<file path="config.mk">
export PLATFORM = sky130hd
export DESIGN_NAME = div
export DESIGN_NICKNAME = d
export VERILOG_FILES = /design/src/rtl/div.sv
export SDC_FILE = /design/constraint.sdc
export NUM_CORES = 1
export LEC_CHECK = 0
export BUFFER_PORTS_ARGS = -buffer_cell sky130_fd_sc_hd__buf_2
export CAP_MARGIN = 25
export CORE_ASPECT_RATIO = 1.5
export CORE_MARGIN = 2
export CORE_UTILIZATION = 49
export CTS_CLUSTER_DIAMETER = 120
export DETAILED_ROUTE_END_ITERATION = 6
export PLACE_DENSITY = 0.71
export RECOVER_POWER = 100
export SYNTH_ARGS = -nofsm -noshare
export SYNTH_HDL_FRONTEND = slang
export SYNTH_SLANG_ARGS = --single-unit
export TNS_END_PERCENT = 100
</file>
<file path="constraint.sdc">
create_clock -name clk -period 4.46 [get_ports clk]
set_clock_uncertainty 0.15 [all_clocks]
set_input_delay 0.223 -clock clk [delete_from_list [all_inputs] [get_ports clk]]
set_output_delay 0.223 -clock clk [all_outputs]
set_load 0.03 [all_outputs]
</file>
<file path="src/rtl/div.sv">
// div: multi-cycle radix-2 restoring 32-bit divider for DIV/DIVU, result {HI=remainder, LO=quotient}
module div (
  input  logic        clk,
  input  logic        rst,
  input  logic        signed_div_i,
  input  logic [31:0] opdata1_i,
  input  logic [31:0] opdata2_i,
  input  logic        start_i,
  input  logic        annul_i,
  output logic [63:0] result_o,
  output logic        ready_o
);
  typedef enum logic [1:0] {FREE, BYZERO, ON, END} state_t;
  state_t      state;
  logic [64:0] dividend;
  logic [31:0] divisor;
  logic [5:0]  cnt;
  logic        s1, s2;
  logic [31:0] abs1, abs2, q, r;
  logic [32:0] t;
  always_comb begin
    abs1 = (signed_div_i && opdata1_i[31]) ? -opdata1_i : opdata1_i;
    abs2 = (signed_div_i && opdata2_i[31]) ? -opdata2_i : opdata2_i;
    t    = {1'b0, dividend[63:32]} - {1'b0, divisor};
    q    = (s1 ^ s2) ? -dividend[31:0] : dividend[31:0];
    r    = s1 ? -dividend[64:33] : dividend[64:33];
  end
  always_ff @(posedge clk) begin
    if (rst) begin
      state    <= FREE;
      cnt      <= '0;
      dividend <= '0;
      divisor  <= '0;
      s1       <= 1'b0;
      s2       <= 1'b0;
      result_o <= '0;
      ready_o  <= 1'b0;
    end else begin
      case (state)
        FREE: if (start_i && !annul_i) begin
          s1 <= signed_div_i & opdata1_i[31];
          s2 <= signed_div_i & opdata2_i[31];
          if (opdata2_i == '0) state <= BYZERO;
          else begin
            state    <= ON;
            cnt      <= '0;
            dividend <= {32'b0, abs1, 1'b0};
            divisor  <= abs2;
          end
        end
        BYZERO: if (annul_i) state <= FREE;
        else begin
          state    <= END;
          result_o <= '0;
          ready_o  <= 1'b1;
        end
        ON: if (annul_i) begin
          state <= FREE;
          cnt   <= '0;
        end else if (cnt != 6'd32) begin
          // a borrow means the trial subtraction failed: keep the partial remainder, quotient bit 0
          dividend <= t[32] ? {dividend[63:0], 1'b0} : {t[31:0], dividend[31:0], 1'b1};
          cnt      <= cnt + 6'd1;
        end else begin
          state    <= END;
          cnt      <= '0;
          result_o <= {r, q};
          ready_o  <= 1'b1;
        end
        END: if (!start_i) begin
          state    <= FREE;
          result_o <= '0;
          ready_o  <= 1'b0;
        end
        default: state <= FREE;
      endcase
    end
  end
endmodule

</file>
After elaboration in Yosys (flattened, before gate mapping)
Index checks and enable logic that the tools add are counted.
Operators by class
  bitwise operators: 4
  reductions and logical operators: 14
  div/mod/pow operators: 0
  $lt $le $gt $ge: 0
  add/subtract/negate cells: 6
  multiply operators: 0
  shifts and indexed selects: 0
  equal/unequal tests: 12
  multiplexer cells: 32
Operators with widths (number)
  two-way mux 65 bit: 5
  two-way mux 64 bit: 4
  one-hot mux 64 bit (3 select lines): 1
  one-hot mux 65 bit (2 select lines): 1
  two-way mux 32 bit: 4
  negation 32 bit: 4
  subtractor 32 x 32 -> 33 bit: 1
  logical NOT 32 bit: 1
  two-way mux 6 bit: 4
  inequality test 2 bit (second input constant): 7
  two-way mux 2 bit: 6
  one-hot mux 6 bit (2 select lines): 1
  AND reduction 5 bit: 2
  AND reduction 3 bit: 3
  one-hot mux 2 bit (4 select lines): 1
  adder 6 x 1 -> 6 bit (second input constant): 1
  inequality test 6 bit (second input constant): 1
  equality test 2 bit (second input constant): 2
  two-way mux 1 bit: 4
  logical AND 1 bit: 3
  inequality test 3 bit (second input constant): 1
  one-hot mux 1 bit (3 select lines): 1
  nonzero test 3 bit: 1
  AND 1 bit: 2
  7 further kinds: 7
Storage, ports and cells
  latch bits: 0
  bits in read-only memories: 0
  bits in writable memories: 0
  input bits: 69
  word-level logic and storage cells: 76
  bits in registers: 172
  memories: 0
  output and inout bits: 65

Depth between registers and ports, before layout
Gate-level depths: netlist (run 1).
  depth in word-level cells: 5
  depth in mapped cells: 14
  depth with buffers taken out: 12

Least setup slack after synthesis (run 1)
Ideal clock, no wire load.
  path type: register -> register
  start point: register dividend[32]
  end point: register dividend[43]
  setup time: 0.123 ns
  cell stages (with the launch flop): 14
  path buffers: 2
  period minus slack after synthesis: 3.286 ns
  path slack: 1.174 ns
  data required time: 4.187 ns
  arrival time: 3.013 ns
  path through: dfxtp_1 > inv_1 > ha_1 > fa_1 > nand2b_1 > a21oi_1 > o21ai_0 > o41ai_1 > a211o_1 > a211o_1 > buf_4 > clkbuf_4 > mux2i_1 > o21ai_0
On the way
  word-level cells in the longest chain between the ends: 5
RTL lines
  from (decl): RTL line 15  | logic [64:0] dividend;
  from (signal assigned): RTL line 47  | dividend <= {32'b0, abs1, 1'b0};
  from (signal assigned): RTL line 62  | dividend <= t[32] ? {dividend[63:0], 1'b0} : {t[31:0], dividend[31:0], 1'b1};
  subtractor 32 x 32 -> 33 bit: RTL line 24  | t = {1'b0, dividend[63:32]} - {1'b0, divisor};
  two-way mux 65 bit: RTL line 62
  two-way mux 65 bit: RTL line 60  | end else if (cnt != 6'd32) begin
  two-way mux 65 bit: RTL line 57  | ON: if (annul_i) begin
  one-hot mux 65 bit (2 select lines): RTL line 39  | case (state)
No other way between the ends. The select of a mux whose other input is x is not followed.
A chain may end at the register's enable or synchronous reset.

Worst setup path after layout (run 1)
  start point: input opdata2_i[19]
  end point: register dividend[60]
On the way
  word-level cells in the longest chain between the ends: 3
RTL lines
  from (decl): RTL line 7  | input logic [31:0] opdata2_i,
  logical NOT 32 bit: RTL line 43  | if (opdata2_i == '0) state <= BYZERO;
  inequality test 2 bit (no source line)
  AND reduction 5 bit (no source line)
No other way between the ends.

==> metrics.cfg, run 1 <==
[finish]
diodes=0
area_growth_pct=14.6
drive_gt1_share_pct=8.29
fin_nets=1645
finalNonFillerCells=1816

[cts]
post_cts_buffers=0
hold_buffers=25
cts.path.max_buffers=2
path_clk_slew_ns=0.06
clock_insertion_delay_worst_skew_ns=0.44
cts_root_buf=clkbuf_16
cts_resized=0
cts_tree=yes
cts_sinks=172
numCtsBuffers=17
htreeDepth=4

[sta]
period_share_pct=88.0
setup-tns-final_ns=0
postLayoutSetupSlackWorst_ns=0.534
hold_viol=0
slew_headroom_pct=21.1
grt_setup_unrepaired=false
max_freq_mhz=255
drv_slew=0
setup_violations=0
fin_crit_ns=3.93
tightest_slew_ns=1.18

[job]
cap_violations=0

[synthesis]
synth_seq_cells=172
synth-main-ff-cell=dfxtp_1
syn-num-nets=1530
syn_area_per_cell_um2=7.65
netlist_instances=1416
async_flop_share_pct=0
synth_edf_count=0
ys_warn_count=0
synth_cell_type_count=67
ys_seq_area_share_pct=31.8
synth_area_um2=10800

[global_routing]
grt_overflow=0
grt_usage_pct=23.9
antenna_found_initial=0
grt_pass1_wl_mm=46.3
grt_max_degree=71
grt_pass1_vias=9598

[detailed_routing]
wirelength_mm=27.7
post_drt_via_cell_ratio=5.62
drtAntennaViolNets=0
drtIter0Drc=734
vias=10200
drtPass1Iterations=5
drc=0
avgRoutedWirePerCell_um=15.3

[floorplan]
rows=66
die-area_um2=23300
die_h_um=186
die_w_um=125
core_um2=21700
start_util_pct=49.9
io_pins=134

[power_and_ir_drop]
ir_drop_uv=316
powerDensity_nw_per_um2=481
p_leak_nw=5.00

[setup_path]
critPathArrivalTime_ns=4.13
critPathMaxFanout=33
cpMaxStageDelayCell=nor4_1
crit_family=simple AND/OR/NAND/NOR gates
critical_path_class=in2reg
start_kind=input port
end_kind=flip-flop
max_stage_delay_ns=0.60
cp.required_ns=4.66
reg2reg_slack_ns=0.67
cp_num_buf_inv=4
crit_path_frequent_cell=buf_4
path_cells=dlygate4sd3_1, clkbuf_1, or3_1, or4_1, nor4_1, nand2_2, a21oi_1, a211oi_4, buf_4, nor2_1, buf_4, a22oi_1, o21ai_0

[run_status]
status=finished clean

[placement]
hpwl_mm=20.8
pre_cts_ws_ns=0.802
port-buffer-count=133
globalplace.congestion=0.890
dp.cells=1759

[min_path]
hold_path.class=in2reg

-- Yosys cell counts, types with 6 or more instances --
cell,number,area (um2)
a22oi_1,22,165
nor2_1,134,503
xnor2_1,81,709
mux2i_1,13,130
dfxtp_1,172,3440
a211oi_1,36,270
a22o_1,29,254
a21oi_1,129,646
o31ai_1,13,97.6
inv_1,54,203
ha_1,44,551
nor3_1,25,125
o21ai_0,92,460
o211ai_1,16,120
or2_2,6,37.5
nand2b_1,15,93.8
or4_1,8,60.1
or3_1,16,100
a21o_1,15,113
nor4_1,13,81.3
o41ai_1,14,123
nand3_1,28,140
nand2_1,204,766
a32oi_1,7,61.3
a31oi_1,6,37.5
clkbuf_1,69,259
o21ai_1,13,65.1
xor2_1,70,613
-- final cells by class --
| class | instances | area, um2 |
|---|---|---|
| Clock buffer | 23 | 478 |
| Clock inverter | 9 | 135 |
| Fill cell | 2117 | 9310 |
| Inverter | 54 | 203 |
| Multi-Input combinational cell | 1108 | 6820 |
| Sequential cell | 172 | 3440 |
| Tap cell | 272 | 340 |
| Timing Repair Buffer | 178 | 996 |
-- tightest hold or removal path: stages --
cell and delay [ns]:
buf_2 0.12, xor2_1 0.14, a211oi_1 0.07
-- where the power goes --
part / switching [W] / internal (W) / total (W) / leakage (nW)
Sequential: 0.000190 / 0.00171 / 0.00190 / 1.39
Clock: 0.000620 / 0.000928 / 0.00155 / 0.290
Combinational: 0.00159 / 0.000926 / 0.00252 / 3.31
Total: 0.00241 / 0.00357 / 0.00597 / 5.00
-- logic make-up (layout without fill, tap and decap cells) --
logic type	after synthesis	in the layout	share of synthesized area (%)
compound gates	418	418	24.5
flops	172	172	31.8
mux	13	13	1.20
xor+xnor	151	151	12.2
simple gates	481	481	20.0
fa+ha+maj	45	45	5.27
buf+inv	136	264	5.12
-- state kept, by name, indices dropped and copies added, names as in the netlist --
name      cells
dividend     65
s2            1
divisor      32
result_o     64
state         2
s1            1
cnt           6
ready_o       1
-- cells in the final DEF (no fill, tap or decap), types with 4 or more instances in the layout --
| cell type | synthesis | layout |
|---|---|---|
| or4_1 | 8 | 8 |
| nand2_1 | 204 | 204 |
| xor2_1 | 70 | 70 |
| and2_1 | 4 | 4 |
| nor4_1 | 13 | 14 |
| o31ai_1 | 13 | 13 |
| a211o_1 | 4 | 4 |
| buf_2 | 4 | 66 |
| nand3_1 | 28 | 28 |
| o21ai_0 | 92 | 101 |
| ha_1 | 44 | 44 |
| clkbuf_1 | 69 | 71 |
| or2_2 | 6 | 6 |
| mux2i_1 | 13 | 13 |
| a22oi_1 | 22 | 22 |
| o41ai_1 | 14 | 14 |
| buf_4 | 3 | 14 |
| nand2b_1 | 15 | 15 |
| a21oi_1 | 129 | 131 |
| dfxtp_1 | 172 | 172 |
| clkbuf_16 | 0 | 17 |
| xnor2_1 | 81 | 81 |
| nand3b_1 | 4 | 4 |
| a32o_1 | 4 | 4 |
| nor2_1 | 134 | 134 |
| o21ai_1 | 13 | 4 |
| a22o_1 | 29 | 29 |
| a32oi_1 | 7 | 7 |
| a211oi_1 | 36 | 36 |
| nor3_1 | 25 | 25 |
| dlygate4sd3_1 | 0 | 25 |
| a21o_1 | 15 | 15 |
| o211ai_1 | 16 | 16 |
| or3_1 | 16 | 16 |
| a31oi_1 | 6 | 6 |
| inv_1 | 54 | 54 |
| and3_1 | 4 | 4 |
| nand4_1 | 4 | 4 |
-- metal layers --
layer,vias to the layer above,part of all wire (%),global-route usage [%]
li1,5225,-,-
met1,4677,43,28.5
met2,255,50,43.7
met3,51,3.6,3.02
met4,0,3.2,9.60
met5,-,0,0
-- through the flow --
step                      instance area, um2  power [W]  hold WS [ns]  utilization (%)
after floorplan                        10800    0.00385         0.209                -
after global placement                 11700    0.00442         0.289             53.9
after detailed placement               11700    0.00445         0.298             53.9
after CTS                              12600    0.00602       0.00808             57.8
after global routing                   12400    0.00639        0.0381             57.2
final                                  12400    0.00597        0.0131             57.2
-- worst paths after layout --
kind / from / end / cells after the start
worst max register to register: state[0] / result_o[10] / 10
worst max-delay path: opdata2_i[19] / dividend[60] / 13
worst min register to register: result_o[36] / result_o[36] / 2
worst min-delay path: opdata2_i[9] / divisor[9] / 3
Note: power is estimated with default switching activity, not from simulation.
==> run 2: changes to the inputs <==
PLACE_DENSITY = 0.69   (was 0.71)
RECOVER_POWER = unset   (was 100)
==> run 2 against run 1 <==
Die area is the same; global-route usage shrank 0.24 points; critical path depth grew 1; non-clock buffer count shrank 8; first-iteration DRC count shrank 18%; flip-flop and latch count is the same; power shrank 1.3%; clock power shrank 9%; sequential power is essentially flat; highest routed layer unchanged.
==> metrics.cfg, run 2 (synthesis results as in run 1) <==
[run_status]
status=finished clean

[cts]
path_clk_slew_ns=0.06
htreeDepth=4
post_cts_buffers=0
cts_root_buf=clkbuf_16
cts_resized=0
numCtsBuffers=17
clock_insertion_delay_worst_skew_ns=0.43
cts.path.max_buffers=2
cts_tree=yes
hold_buffers=18
cts_sinks=172

[placement]
globalplace.congestion=0.898
hpwl_mm=21.1
port-buffer-count=133

[global_routing]
grt_overflow=0
grt_pass1_wl_mm=45.8
grt_usage_pct=23.7
grt_max_degree=64
grt_pass1_vias=9670
antenna_found_initial=0

[setup_path]
start_kind=flip-flop
cpMaxStageDelayCell=o41ai_1
cp_num_buf_inv=4
worst-r2r-cell-count=14
cp.required_ns=4.62
max_stage_delay_ns=0.40
worstSetupPathDepth=14
reg2reg_slack_ns=0.73
path_cells=inv_1, ha_1, fa_1, nand2b_1, a21oi_1, o21ai_0, o41ai_1, buf_4, a211o_1, a211o_1, buf_12, inv_1, a32oi_1, o21ai_0
end_kind=flip-flop
critPathMaxFanout=37
critical_path_class=reg2reg
crit_family=compound AO/OA/AOI/OAI gates
critPathArrivalTime_ns=3.88

[finish]
layout_common_cells=204 x nand2_1, 172 x dfxtp_1, 133 x nor2_1, 132 x buf_2, 128 x a21oi_1
diodes=0
fin_nets=1637
regMostFlops=dividend
largest_reg_flops=65
fillers=2110
drive_gt1_share_pct=13.2
area_growth_pct=14.7
final_common_cell=nand2_1
reg_top3=dividend: 65 flops, result_o: 64 flops, divisor: 32 flops

[sta]
setup_violations=0
setup-tns-final_ns=0
tightest_slew_ns=0.991
hold_viol=0
period_share_pct=83.6
max_freq_mhz=268
drv_slew=0
grt_setup_unrepaired=false
fin_crit_ns=3.73
slew_headroom_pct=33.0

[detailed_routing]
drtIter0Drc=601
vias=10200
drtPass1Iterations=5
drtAntennaViolNets=0
drc=0
wirelength_mm=27.8
avgRoutedWirePerCell_um=15.4
post_drt_via_cell_ratio=5.65

[floorplan]
core_um2=21700
rows=66
start_util_pct=49.9
die_w_um=125
io_pins=134
die-area_um2=23300
die_h_um=186

[power_and_ir_drop]
fin_total_pwr_w=0.00590
powerDensity_nw_per_um2=475
p_leak_nw=5.26
ir_drop_uv=304

[min_path]
hold_depth=3
hold_path.class=in2reg

[job]
cap_violations=0

## run 2: cell count changes in the layout (fill, tap and decap cells not counted), moves of 3 or more
cell           change
a21oi_1            -3
buf_2             +66
buf_4              +4
clkbuf_1          -69
clkbuf_2           -3
clkinv_2           +3
dlygate4sd3_1      -7
o21ai_0            -9
o21ai_1            +8
## run 2: cell type report
type	count	area [um2]	area share, %
clock inverter	10	92.6	0.745
timing repair buffer	170	1020	8.18
tap	272	340	2.74
sequential	172	3440	27.7
multi-input combinational	1108	6870	55.3
inverter	54	203	1.63
clock buffer	21	460	3.71
## run 2: power breakdown
part / switching (W) / total (W) / internal [W]
Sequential: 0.000194 / 0.00191 / 0.00171
Combinational: 0.00162 / 0.00258 / 0.000966
Clock: 0.000612 / 0.00141 / 0.000794
## run 2: stage by stage
stage	cell area, um2	hold WS [ns]	util (%)	instances	worst slack [ns]
floorplan	10800	0.209	-	1416	1.17
global placement	11700	0.287	53.8	1758	0.886
detailed placement	11700	0.293	53.8	1758	0.838
CTS	12400	0.00195	57.2	1807	0.810
global route	12400	0.0283	57.2	1807	0.459
finish	12400	0.00974	57.2	1807	0.733
## run 2: worst min-delay path, cell delays in order
cell and delay, ns:
buf_2 0.10, xor2_1 0.14, a211oi_1 0.08
## run 2: path summary, 6_finish.rpt
path,endpoint,from
max,dividend[58],dividend[32]
min,divisor[15],opdata2_i[15]
max reg2reg,dividend[58],dividend[32]
min reg2reg,result_o[2],result_o[2]
## run 2: routing by layer
metal | wire, um | part of all wire, % | global-route usage [%]
met5 | 0 | 0 | 0
met4 | 1100 | 4.0 | 11.5
met3 | 915 | 3.3 | 2.96
met2 | 13800 | 50 | 42.5
met1 | 11900 | 43 | 28.0
==> run 3: changes to the inputs <==
PLACE_DENSITY = 0.72   (was 0.69)
clock period = 3 ns   (was 4.46 ns; I/O delays follow)
==> run 3 against run 2 <==
Register-to-register slack got worse by 0.73 ns; sequential share of layout area fell by 2.3 points; sequential power is 48% higher; flip-flop and latch count unchanged; die area did not move; critical endpoint is now dividend[57]; largest power group unchanged; the run now ends with setup timing left; setup slack got worse by 0.73 ns.
==> metrics.cfg, run 3 (synthesis results as in run 1) <==
[min_path]
hold_depth=4
hold_path.class=in2reg

[job]
cap_violations=0

[cts]
htreeDepth=4
path_clk_slew_ns=0.07
cts_root_buf=clkbuf_16
numCtsBuffers=17
cts_sinks=172
clock_insertion_delay_worst_skew_ns=0.43
cts.path.max_buffers=2
cts_tree=yes

[sta]
grt_setup_unrepaired=true
max_freq_mhz=333
drv_slew=0
postLayoutSetupSlackWorst_ns=-0.000860
whs_ns=0.00787
slew_headroom_pct=43.9
tightest_slew_ns=0.836
hold_viol=0
fin_crit_ns=3.00
setup_violations=1
period_share_pct=100

[placement]
port-buffer-count=133
globalplace.congestion=0.891
pre_cts_ws_ns=-0.00641
hpwl_mm=22.1
dp.cells=1830

[detailed_routing]
avgRoutedWirePerCell_um=15.6
drc=0
vias=10800
wirelength_mm=29.8
drtIter0Drc=853
post_drt_via_cell_ratio=5.64
drtPass1Iterations=5
drtAntennaViolNets=0

[run_status]
status=finished, violations left
violations=setup timing

[finish]
reg_top3=dividend: 65 flops, result_o: 64 flops, divisor: 32 flops
utilization_pct=62.6
fillers=1876
diodes=0
layout_common_cells=200 x nand2_1, 162 x dfxtp_1, 132 x buf_2, 130 x nor2_1, 122 x a21oi_1
final_common_cell=nand2_1
regArea_um2=3460
finalNonFillerCells=1907
multiInputGateArea_um2=7100
area_growth_pct=25.5
fin_nets=1736
drive_gt1_share_pct=20.2
largest_reg_flops=65
regMostFlops=dividend

[global_routing]
grt_pass1_vias=10100
grt_overflow=0
antenna_found_initial=0
grt_max_degree=64
grt_usage_pct=24.9
grt_pass1_wl_mm=47.7

[power_and_ir_drop]
powerDensity_nw_per_um2=714
ir_drop_uv=509
p_leak_nw=5.83
fin_total_pwr_w=0.00971

[floorplan]
die_w_um=125
io_pins=134
core_um2=21700
die_h_um=186
rows=66
start_util_pct=49.9
die-area_um2=23300

[setup_path]
critPathMaxFanout=8
critical_path_class=reg2reg
worst-r2r-cell-count=14
critPathArrivalTime_ns=3.16
cp.required_ns=3.16
start_kind=flip-flop
end_kind=flip-flop

[run 3: layout make-up]
type / count / area share, %
Multi-Input combinational cell: 1108 / 52.2
Sequential cell: 172 / 25.4
Clock inverter: 11 / 1.21
Inverter: 54 / 1.52
Timing Repair Buffer: 269 / 13.7
Clock buffer: 21 / 3.39
Tap cell: 272 / 2.50
[run 3: power breakdown]
part / total [W] / internal [W] / leakage (nW) / switching, W
clock network: 0.00234 / 0.00144 / 0.307 / 0.000907
registers: 0.00282 / 0.00255 / 1.40 / 0.000266
logic: 0.00455 / 0.00190 / 4.12 / 0.00266
[run 3: per-stage QoR]
stage	setup TNS (ns)	area, um2
floorplan	0	10800
global placement	0	12300
detailed placement	-0.00641	12300
CTS	0	13300
global route	-1.83	13600
finish	-0.000860	13600
[run 3: routing by layer]
layer / share of wire (%) / up-vias / track usage [%]
met5: 0 / - / 0
met4: 4.0 / 0 / 12.2
met3: 3.4 / 72 / 2.90
met2: 51 / 296 / 45.5
met1: 42 / 4975 / 29.0
li1: - / 5409 / -
[run 3: path summary, 6_finish.rpt]
kind	slack (ns)	from	endpoint
worst max register to register	-0.0009	dividend[32]	dividend[57]
worst min-delay path	0.008	opdata2_i[10]	divisor[11]
worst max-delay path	-0.0009	dividend[32]	dividend[57]
worst min register to register	0.30	result_o[35]	result_o[35]
[run 3: critical path, stage by stage, from the launching register on]
cell and delay (ns):
dfxtp_2 0.34, inv_2 0.05, ha_4 0.15, fa_2 0.35, nand2b_4 0.16, a21oi_4 0.18
o21ai_4 0.08, o41ai_4 0.41, a211o_1 0.21, a211o_1 0.17, buf_12 0.14, buf_4 0.14
buf_4 0.11, mux2i_1 0.16, o21ai_0 0.08
[run 3: timing repair]
action | CTS | global route
hold buffers | 37 | 0
endpoints found under the setup margin | 2 | 34
buffers inserted | 0 | 8
pin swaps | 1 | 22
hold endpoints to repair | 34 | 0
gates resized for setup | 3 | 66
cloned | 0 | 1
